File: src/rtl/subline_sequencer_pkg.sv
// Shared definitions for the subline sequencer: default geometry and FSM states.
package subline_sequencer_pkg;

  localparam int DEF_CHAR_W  = 8;   // columns per character
  localparam int DEF_CHAR_H  = 16;  // bits per column
  localparam int DEF_CPSBLN  = 16;  // characters per subline
  localparam int DEF_NUM_SL  = 3;   // sublines per line
  localparam int DEF_GAP_CYC = 4;   // idle cycles after each subline

  typedef enum logic [1:0] {
    S_IDLE   = 2'd0,
    S_STREAM = 2'd1,
    S_GAP    = 2'd2
  } state_t;

endpackage

File: src/rtl/subline_sequencer_skid_buffer2.sv
// Two-entry FIFO holding column data plus its char/col indices.
// The head is always presented on dout, so it holds still while not popped.
module skid_buffer2 #(
  parameter int W = 23
)(
  input  logic         clk,
  input  logic         rst,
  input  logic         push,
  input  logic [W-1:0] din,
  input  logic         pop,
  output logic [W-1:0] dout,
  output logic         valid,
  output logic [1:0]   occ
);

  logic [1:0][W-1:0] mem;
  logic              rd_ptr;
  logic              wr_ptr;
  logic [1:0]        cnt;

  // Storage, pointers and occupancy; push and pop may coincide.
  always_ff @(posedge clk or negedge rst) begin
    if (!rst) begin
      mem    <= '0;
      rd_ptr <= 1'b0;
      wr_ptr <= 1'b0;
      cnt    <= 2'd0;
    end else begin
      if (push) begin
        mem[wr_ptr] <= din;
        wr_ptr      <= ~wr_ptr;
      end
      if (pop) rd_ptr <= ~rd_ptr;
      cnt <= cnt + 2'(push) - 2'(pop);
    end
  end

  assign dout  = mem[rd_ptr];
  assign valid = (cnt != 2'd0);
  assign occ   = cnt;

endmodule

File: src/rtl/subline_sequencer.sv
// Streams NUM_SL sublines from the ROM bank onto one column bus with
// valid/ready flow control. Only the ROM of the current subline is advanced.
module subline_sequencer
  import subline_sequencer_pkg::*;
#(
  parameter int CHAR_W  = DEF_CHAR_W,
  parameter int CHAR_H  = DEF_CHAR_H,
  parameter int CPSBLN  = DEF_CPSBLN,
  parameter int NUM_SL  = DEF_NUM_SL,
  parameter int GAP_CYC = DEF_GAP_CYC
)(
  input  logic                       clk,
  input  logic                       rst,
  input  logic                       start,
  input  logic                       pause,
  input  logic [NUM_SL*CHAR_H-1:0]   sl_data,
  output logic [NUM_SL-1:0]          rom_en,
  output logic                       rom_rewind,
  output logic [CHAR_H-1:0]          col_out,
  output logic                       col_valid,
  input  logic                       col_ready,
  output logic [1:0]                 sl_sel,
  output logic [$clog2(CPSBLN)-1:0]  char_idx,
  output logic [$clog2(CHAR_W)-1:0]  col_idx,
  output logic                       line_done,
  output logic                       busy
);

  localparam int CI_W  = $clog2(CPSBLN);
  localparam int XI_W  = $clog2(CHAR_W);
  localparam int IDX_W = CI_W + XI_W;
  localparam int COLS  = CPSBLN * CHAR_W;
  localparam int ISS_W = $clog2(COLS + 1);
  localparam int GAP_W = (GAP_CYC > 1) ? $clog2(GAP_CYC) : 1;

  state_t             state;
  logic [ISS_W-1:0]   issued;
  logic               in_flight;
  logic [CI_W-1:0]    fch_char;
  logic [XI_W-1:0]    fch_col;
  logic [IDX_W-1:0]   fly_idx;
  logic [GAP_W-1:0]   gap_cnt;

  logic [1:0]         occ;
  logic               accept;
  logic               fetch;
  logic               last_col;
  logic               gap_done;
  logic               last_sl;
  logic               advance;
  logic [CHAR_H-1:0]  cur_data;
  logic [CHAR_H+IDX_W-1:0] head;

  assign accept   = col_valid & col_ready;
  assign last_col = accept && (int'(char_idx) == CPSBLN-1) && (int'(col_idx) == CHAR_W-1);
  assign gap_done = (int'(gap_cnt) >= GAP_CYC-1);
  assign last_sl  = (int'(sl_sel) == NUM_SL-1);
  assign advance  = (state == S_STREAM && last_col && GAP_CYC == 0) ||
                    (state == S_GAP && gap_done);
  assign line_done = last_col;

  // Fetch gate: a column accepted this cycle frees its slot, so a full-rate
  // stream keeps one entry buffered and one in flight.
  always_comb begin
    fetch = (state == S_STREAM) && !pause && (int'(issued) < COLS) &&
            (int'(occ) - int'(accept) + int'(in_flight) < 2);
    rom_en = '0;
    for (int k = 0; k < NUM_SL; k++)
      rom_en[k] = fetch && (int'(sl_sel) == k);
  end

  // Select the ROM output of the current subline for capture.
  always_comb begin
    cur_data = '0;
    for (int k = 0; k < NUM_SL; k++)
      if (int'(sl_sel) == k) cur_data = sl_data[k*CHAR_H +: CHAR_H];
  end

  // Line FSM with fetch bookkeeping; registered rom_rewind, busy and sl_sel.
  always_ff @(posedge clk or negedge rst) begin
    if (!rst) begin
      state      <= S_IDLE;
      sl_sel     <= 2'd0;
      busy       <= 1'b0;
      rom_rewind <= 1'b0;
      issued     <= '0;
      in_flight  <= 1'b0;
      fch_char   <= '0;
      fch_col    <= '0;
      fly_idx    <= '0;
      gap_cnt    <= '0;
    end else begin
      rom_rewind <= 1'b0;
      in_flight  <= fetch;
      if (fetch) begin
        fly_idx <= {fch_char, fch_col};
        issued  <= issued + ISS_W'(1);
        if (int'(fch_col) == CHAR_W-1) begin
          fch_col  <= '0;
          fch_char <= (int'(fch_char) == CPSBLN-1) ? '0 : fch_char + CI_W'(1);
        end else begin
          fch_col <= fch_col + XI_W'(1);
        end
      end
      case (state)
        S_IDLE: if (start) begin
          state      <= S_STREAM;
          rom_rewind <= 1'b1;
          busy       <= 1'b1;
          sl_sel     <= 2'd0;
          issued     <= '0;
          fch_char   <= '0;
          fch_col    <= '0;
        end
        S_STREAM: if (last_col && GAP_CYC != 0) begin
          state   <= S_GAP;
          gap_cnt <= '0;
        end
        S_GAP: if (!gap_done) gap_cnt <= gap_cnt + GAP_W'(1);
        default: state <= S_IDLE;
      endcase
      // End of gap (or end of subline when there is no gap).
      if (advance) begin
        if (last_sl) begin
          state <= S_IDLE;
          busy  <= 1'b0;
        end else begin
          state    <= S_STREAM;
          sl_sel   <= sl_sel + 2'd1;
          issued   <= '0;
          fch_char <= '0;
          fch_col  <= '0;
        end
      end
    end
  end

  skid_buffer2 #(.W(CHAR_H + IDX_W)) u_skid (
    .clk   (clk),
    .rst   (rst),
    .push  (in_flight),
    .din   ({cur_data, fly_idx}),
    .pop   (accept),
    .dout  (head),
    .valid (col_valid),
    .occ   (occ)
  );

  assign col_out  = head[CHAR_H+IDX_W-1:IDX_W];
  assign char_idx = head[IDX_W-1:XI_W];
  assign col_idx  = head[XI_W-1:0];

endmodule

File: config.mk
export PLATFORM = sky130hd
export DESIGN_NAME = subline_sequencer
export DESIGN_NICKNAME = d
export VERILOG_FILES = /design/src/rtl/subline_sequencer_pkg.sv /design/src/rtl/subline_sequencer_skid_buffer2.sv /design/src/rtl/subline_sequencer.sv
export SDC_FILE = /design/constraint.sdc
export NUM_CORES = 1
export LEC_CHECK = 0
export BUFFER_PORTS_ARGS = -buffer_cell sky130_fd_sc_hd__buf_2
export CORE_ASPECT_RATIO = 0.8
export CORE_MARGIN = 8
export CORE_UTILIZATION = 35
export DETAILED_ROUTE_END_ITERATION = 7
export HOLD_SLACK_MARGIN = 0.15
export PLACE_DENSITY = 0.66
export SYNTH_ARGS = -nofsm -noshare
export SYNTH_HDL_FRONTEND = slang
export SYNTH_SLANG_ARGS = --single-unit
File: constraint.sdc
create_clock -name clk -period 3.1 [get_ports clk]
set_input_delay 0.62 -clock clk [delete_from_list [all_inputs] [get_ports clk]]
set_output_delay 0.62 -clock clk [all_outputs]
set_load 0.02 [all_outputs]
; Word-level counts from Yosys, hierarchy flattened
; Cells that the tools add are included.
[classes]
add_sub_neg = 9
magnitude_cmp = 6
n_eq_ne = 13
mux = 44
bitwise_logic = 3
reduce_logical = 17
[op_table]
columns = cell, count
row1 = 23-bit 2-to-1 mux, 3
row2 = 16-bit 2-to-1 mux, 3
row3 = 46-bit bitwise mux, 1
row4 = 8-bit 2-to-1 mux, 5
row5 = 4-bit 2-to-1 mux, 7
row6 = 23-bit demux with 1-bit select, 1
row7 = 2-bit 2-to-1 mux, 9
row8 = 3-bit 2-to-1 mux, 6
row9 = 1-bit logical AND, 10
row10 = 8-bit by 1-bit adder with 8-bit output (second input constant), 1
row11 = 4-bit by 1-bit equality test with 1-bit output (second input constant), 2
row12 = 8-bit < comparator (second input constant), 1
row13 = 1-bit 2-to-1 mux, 7
row14 = 2-bit equality test (second input constant), 3
row15 = 3-bit by 1-bit equality test with 1-bit output (second input constant), 2
row16 = 2-bit inequality test (second input constant), 3
row17 = 3-bit inequality test (second input constant), 2
row18 = 2-bit one-hot mux with 3 select lines, 1
row19 = 3-bit AND reduction, 2
row20 = 2-bit by 1-bit adder with 2-bit output (second input constant), 2
row21 = 3-bit by 2-bit adder with 4-bit output, 1
row22 = 4-bit by 1-bit adder with 4-bit output (second input constant), 1
row23 = 2-bit zero test, 2
row24 = 1-bit by 2-bit < comparator with 1-bit output (second input constant), 2
row25 = 13 further kinds, 15
[totals]
regBits = 81
in_bits = 53
output_inout_bits = 32

; Logic depth before layout (Yosys ltp)
[logic_depth]
ltp_word = 11
mapped_depth = 12
ltp_nobuf = 11

; By module
; A second synthesis with hierarchy kept.
[unflattened]
hier_cells = 357
area_unflattened_um2 = 4250.3
[modules_own_cells]
columns = module, n_inst, cells_per_inst, area_per_inst_um2
row1 = skid_buffer2, 1, 138, 2361.0
row2 = subline_sequencer, 1, 219, 1889.3

; Worst setup path after synthesis
; No wires, ideal clock.
[synth_timing]
path_type = in2out
start = input port col_ready
end = output port rom_en[0]
t_arrival_ns = 2.563
t_required_ns = 2.480
setup_slack_ns = -0.083
path_stages = 10
path_cell_list = o21a_1 -> ha_1 -> inv_1 -> ha_1 -> inv_1 -> fa_1 -> nor3b_2 -> nand2_2 -> clkbuf_1 -> nor3_1
[synth_between]
elab_chain_cells = 6
[synth_lines]
columns = item, line
row1 = "start, declared", subline_sequencer.sv:21  ; input logic col_ready,
row2 = 1-bit AND, subline_sequencer.sv:54  ; assign accept = col_valid & col_ready;
row3 = 2-bit by 1-bit subtractor with 3-bit output, subline_sequencer.sv:66  ; (int'(occ) - int'(accept) + int'(in_flight) < 2);
row4 = 3-bit by 2-bit adder with 4-bit output, subline_sequencer.sv:66
row5 = 4-bit by 3-bit < comparator with 1-bit output, subline_sequencer.sv:66
row6 = 1-bit logical AND, subline_sequencer.sv:65  ; fetch = (state == S_STREAM) && !pause && (int'(issued) < COLS) &&
row7 = 1-bit logical AND, subline_sequencer.sv:69  ; rom_en[k] = fetch && (int'(sl_sel) == k);
row8 = "end, declared", subline_sequencer.sv:17  ; output logic [NUM_SL-1:0] rom_en,
; No other way between the ends.

; Worst setup path after layout
[layout_timing]
start = register u_skid.cnt[1], in the netlist u_skid.occ[1]
end = output port rom_en[0]
[layout_between]
elab_chain_cells = 7
[layout_lines]
columns = item, line
row1 = "start, declared", subline_sequencer_skid_buffer2.sv:19  ; logic [1:0] cnt;
row2 = "start signal, assigned", subline_sequencer_skid_buffer2.sv:34  ; cnt <= cnt + 2'(push) - 2'(pop);
row3 = 2-bit nonzero test, subline_sequencer_skid_buffer2.sv:39  ; assign valid = (cnt != 2'd0);
row4 = 1-bit AND, subline_sequencer.sv:54
row5 = net accept, subline_sequencer.sv:45  ; logic accept;
row6 = 2-bit by 1-bit subtractor with 3-bit output, subline_sequencer.sv:66
row7 = 3-bit by 2-bit adder with 4-bit output, subline_sequencer.sv:66
row8 = 4-bit by 3-bit < comparator with 1-bit output, subline_sequencer.sv:66
row9 = 1-bit logical AND, subline_sequencer.sv:65
row10 = 1-bit logical AND, subline_sequencer.sv:69
; The timed path passes the listed nets, and every way through them passes these cells.

==> reports/results.txt <==
The run finished with clean final reports. Count of flip-flops with a built-in enable after synthesis: 0. For this run, the detailed router's first-pass iteration total came to 4. The post-synthesis to final-layout area growth is 23.3%, and the count of instances resized after the clock tree is built is 0. The global-route met3 utilization was 4.39%.

The floorplan step set the die height to 111 µm. The clock latency of the later-clocked register in the worst-skew pair is 0.34 ns. After detailed placement, the total cell area comes to 4570 µm².

The worst-case clock buffer depth came out at 2. After layout, the worst setup slack is 0.169 ns. The transition time of the tightest slew-check pin is 1.04 ns, and the maximum number of pins on one net before global-route repair is 82.

After clock tree synthesis, the setup repair step added 0 buffers. The via count of the first global-routing pass came out at 3,111. Data on the critical path is required at its endpoint by 2.48 ns. For the final database, setup skew stands at 0.00526 ns. The clock period minus final worst setup slack came out at 2.93 ns. The number of maximum-capacitance violations is 0, and the met1 demand-to-capacity share in global routing is 15.5%. For the post-synthesis cell count, the log shows 391.

In this run the count of I/O pins placed on the die edge is 85. For the number of design rule violations left after detail routing, the log shows 0. STA classifies the critical path startpoint as a register. The mapped netlist covers 3970 µm². The clock tree synthesis step divided the H-tree into 3 levels. The die is 135 µm wide. STA puts the critical path data arrival time at 2.31 ns.

Clock tree synthesis selected as its root buffer the cell clkbuf_16. The average instance area after synthesis works out to 10.2 µm². Of the cells placed in the final design, the portion with a size suffix greater than 1 is 32.6%. The tree built by TritonCTS fans out to 81 sinks. The highest achievable clock rate is 341 MHz.

In the synthesized netlist the async set-or-reset flop fraction comes to 100%. For the final net count, the log shows 539. The logs give 34 for the placement row count and 15,500 µm for the first-pass GRT wire length.

Largest fanout on the critical path: 4. The final global-route overflow total is 0. Count of antenna diodes in the layout: 0. The finished cells cover 4900 µm². For this run, the number of Yosys warnings is 0. The initial antenna violation count was 0. Counting the buffers created by CTS gives 9. The final layout contains routed wiring with a total length of 9360 µm.

Setup repair after global routing left no endpoint under its margin. The setup TNS is 0 ns, and the total of buffers placed on input and output ports is 84. Setup violations remaining at the end of the flow were counted as 0. The tools report the total core area as 11,000 µm².

Counting flops and latches in the post-synthesis netlist gives 81. For this run, the leading register cell type out of synthesis is dfrtp_1. The count of hold buffers inserted by post-cts repair is 0. Measured against its own limit, the worst slew margin works out to 30.7%.

The run gives 0.772 as the final weighted congestion in routability-driven placement. In this run, distinct cell masters in the synthesized netlist total 42. Kind of capture point of the worst setup path: an output port. TritonCTS built the clock tree.

The post-place setup slack came out at 0.213 ns. The floorplan step defined a die boundary enclosing 15,000 µm². For the hold violation total from the final report, the log shows 0. The post-synthesis net count is 454.

The number of vias per cell after detailed routing was 4.88. In the finished design, the share of the clock period the worst path needs comes to 94.6%. The path class of the lowest-slack min-delay path is input pin to asynchronous set/reset pin. After synthesis, flip-flops and latches occupy 51.0% of the total area. The first-iteration detailed-routing DRC count is 146. The areal power density over the cells works out to 925 nW/µm².

The fraction of met2 tracks used by global routing was 21.1%; the HPWL after detailed placement was 6880 µm. VDD sags by at most 0.336 mV. The run gives 0 as the post-route antenna net violation count.

The effective utilization at floorplan is 36.2%, and the leakage power is 0.00237 µW. Across every metal layer, demand over resource in global routing totals 12.8%. By startpoint and endpoint, the worst setup path is classified as register to output port. For this run, the share of the core covered by cells in the final layout is 44.6%. The routed wirelength normalized by instance count was 15.0 µm. met2 is the most crowded layer. The routed layout has 3,052 vias.

Clock-pin slew was measured on the worst setup and hold paths at 0.06 ns. For the final count of pins violating max slew, the log shows 0.
sequential cells by signal, summed over array words and instances (netlist names):
signal	cells
issued	8
u_skid.mem	46
fly_idx	7
state	2
u_skid.occ	2
sl_sel	2
gap_cnt	2
fch_char	4
rom_rewind	1
u_skid.rd_ptr	1
fch_col	3
in_flight	1
u_skid.wr_ptr	1
busy	1
worst paths after layout:
path,slack (ns),to,cells after the start,from
min in group clk,0.48,u_skid.mem[36]$_DFFE_PN0P_,2,u_skid.mem[36]$_DFFE_PN0P_
max in group asynchronous,1.97,fly_idx[1]$_DFFE_PN0N_,1,rst
worst max register to register,0.58,fch_char[1]$_DFF_PN0_,12,u_skid.occ[1]$_DFF_PN0_
worst min register to register,0.48,u_skid.mem[36]$_DFFE_PN0P_,2,u_skid.mem[36]$_DFFE_PN0P_
worst min-delay path,0.46,rom_rewind$_DFF_PN0_,1,rst
worst max-delay path,0.17,rom_en[0],10,u_skid.occ[1]$_DFF_PN0_
critical path, cell delays in order (launching register included):
cell     delay (ns)
dfrtp_1        0.40
o21a_1         0.19
ha_1           0.27
inv_1          0.05
ha_1           0.17
inv_1          0.07
fa_2           0.20
nor3b_4        0.20
nand2_2        0.12
nor3_2         0.12
buf_2          0.19
layer usage:
layer | share of wire, % | vias to the layer above
li1 | - | 1507
met1 | 44 | 1499
met2 | 51 | 39
met3 | 4.3 | 7
met4 | 0.79 | 0
met5 | 0 | -
Yosys cell counts, types with 2 or more instances:
| cell type | number | share of area (%) |
|---|---|---|
| dfrtp_1 | 81 | 51 |
| nand2_1 | 71 | 6.7 |
| mux2_2 | 36 | 10 |
| o21ai_0 | 36 | 4.5 |
| nor2_1 | 28 | 2.6 |
| a21oi_1 | 27 | 3.4 |
| mux2i_1 | 17 | 4.3 |
| clkbuf_1 | 12 | 1.1 |
| ha_1 | 9 | 2.8 |
| buf_2 | 7 | 0.88 |
| nand3_1 | 7 | 0.88 |
| xnor2_1 | 7 | 1.5 |
| inv_1 | 6 | 0.57 |
| nand2b_1 | 6 | 0.94 |
| xor2_1 | 5 | 1.1 |
| nand4_1 | 4 | 0.63 |
| nor3_1 | 3 | 0.38 |
| a22o_1 | 2 | 0.44 |
| buf_4 | 2 | 0.38 |
| nor3b_1 | 2 | 0.38 |
| or3_1 | 2 | 0.31 |
cells by family (layout without fill, tap and decap cells):
logic type / Yosys count / in the layout / synth area share (%)
buf+inv: 27 / 117 / 2.96
simple gates: 134 / 134 / 15.2
xor+xnor: 12 / 12 / 2.64
fa+ha+maj: 10 / 10 / 3.34
compound gates: 74 / 74 / 10.4
mux: 53 / 53 / 14.5
flops: 81 / 81 / 51.0
final cells by class:
cell class	count	area, µm²
clock buffers	9	225
flip-flops and latches	81	2030
fillers	1064	6080
multi-input cells	283	1840
inverters	6	22.5
repair buffers	95	505
clock inverters	7	95.1
well taps	144	180
layout by cell type, fill, tap and decap left out, types with 2 or more instances in the layout:
| master | Yosys | routed |
|---|---|---|
| nand3_1 | 7 | 7 |
| bufinv_16 | 0 | 2 |
| mux2i_1 | 17 | 17 |
| clkinv_2 | 0 | 2 |
| inv_1 | 6 | 6 |
| nand2b_1 | 6 | 6 |
| dfrtp_1 | 81 | 81 |
| a21oi_1 | 27 | 27 |
| xor2_1 | 5 | 5 |
| nor3_1 | 3 | 2 |
| clkinv_4 | 0 | 2 |
| nor2_1 | 28 | 28 |
| or3_1 | 2 | 2 |
| nand2_1 | 71 | 71 |
| o21ai_0 | 36 | 36 |
| xnor2_1 | 7 | 7 |
| ha_1 | 9 | 9 |
| clkbuf_16 | 0 | 9 |
| buf_4 | 2 | 12 |
| buf_2 | 7 | 83 |
| nand4_1 | 4 | 4 |
| nor3b_1 | 2 | 2 |
| mux2_2 | 36 | 36 |
| a22o_1 | 2 | 2 |
through the flow:
stage / cells / hold slack, ns / total power, µW
2_1_floorplan: 391 / 0.324 / 2880
3_3_place_gp: 609 / 0.456 / 3360
3_5_place_dp: 609 / 0.465 / 3430
4_1_cts: 625 / 0.480 / 4580
5_1_grt: 625 / 0.505 / 4850
6_report: 625 / 0.460 / 4530
report_power, final:
part           switching (µW)  internal (µW)  total (µW)
Clock                     424            704        1130
Combinational             942            722        1660
Sequential                286           1450        1740
Total                    1650           2880        4530
(Power assumes the default switching activity.)
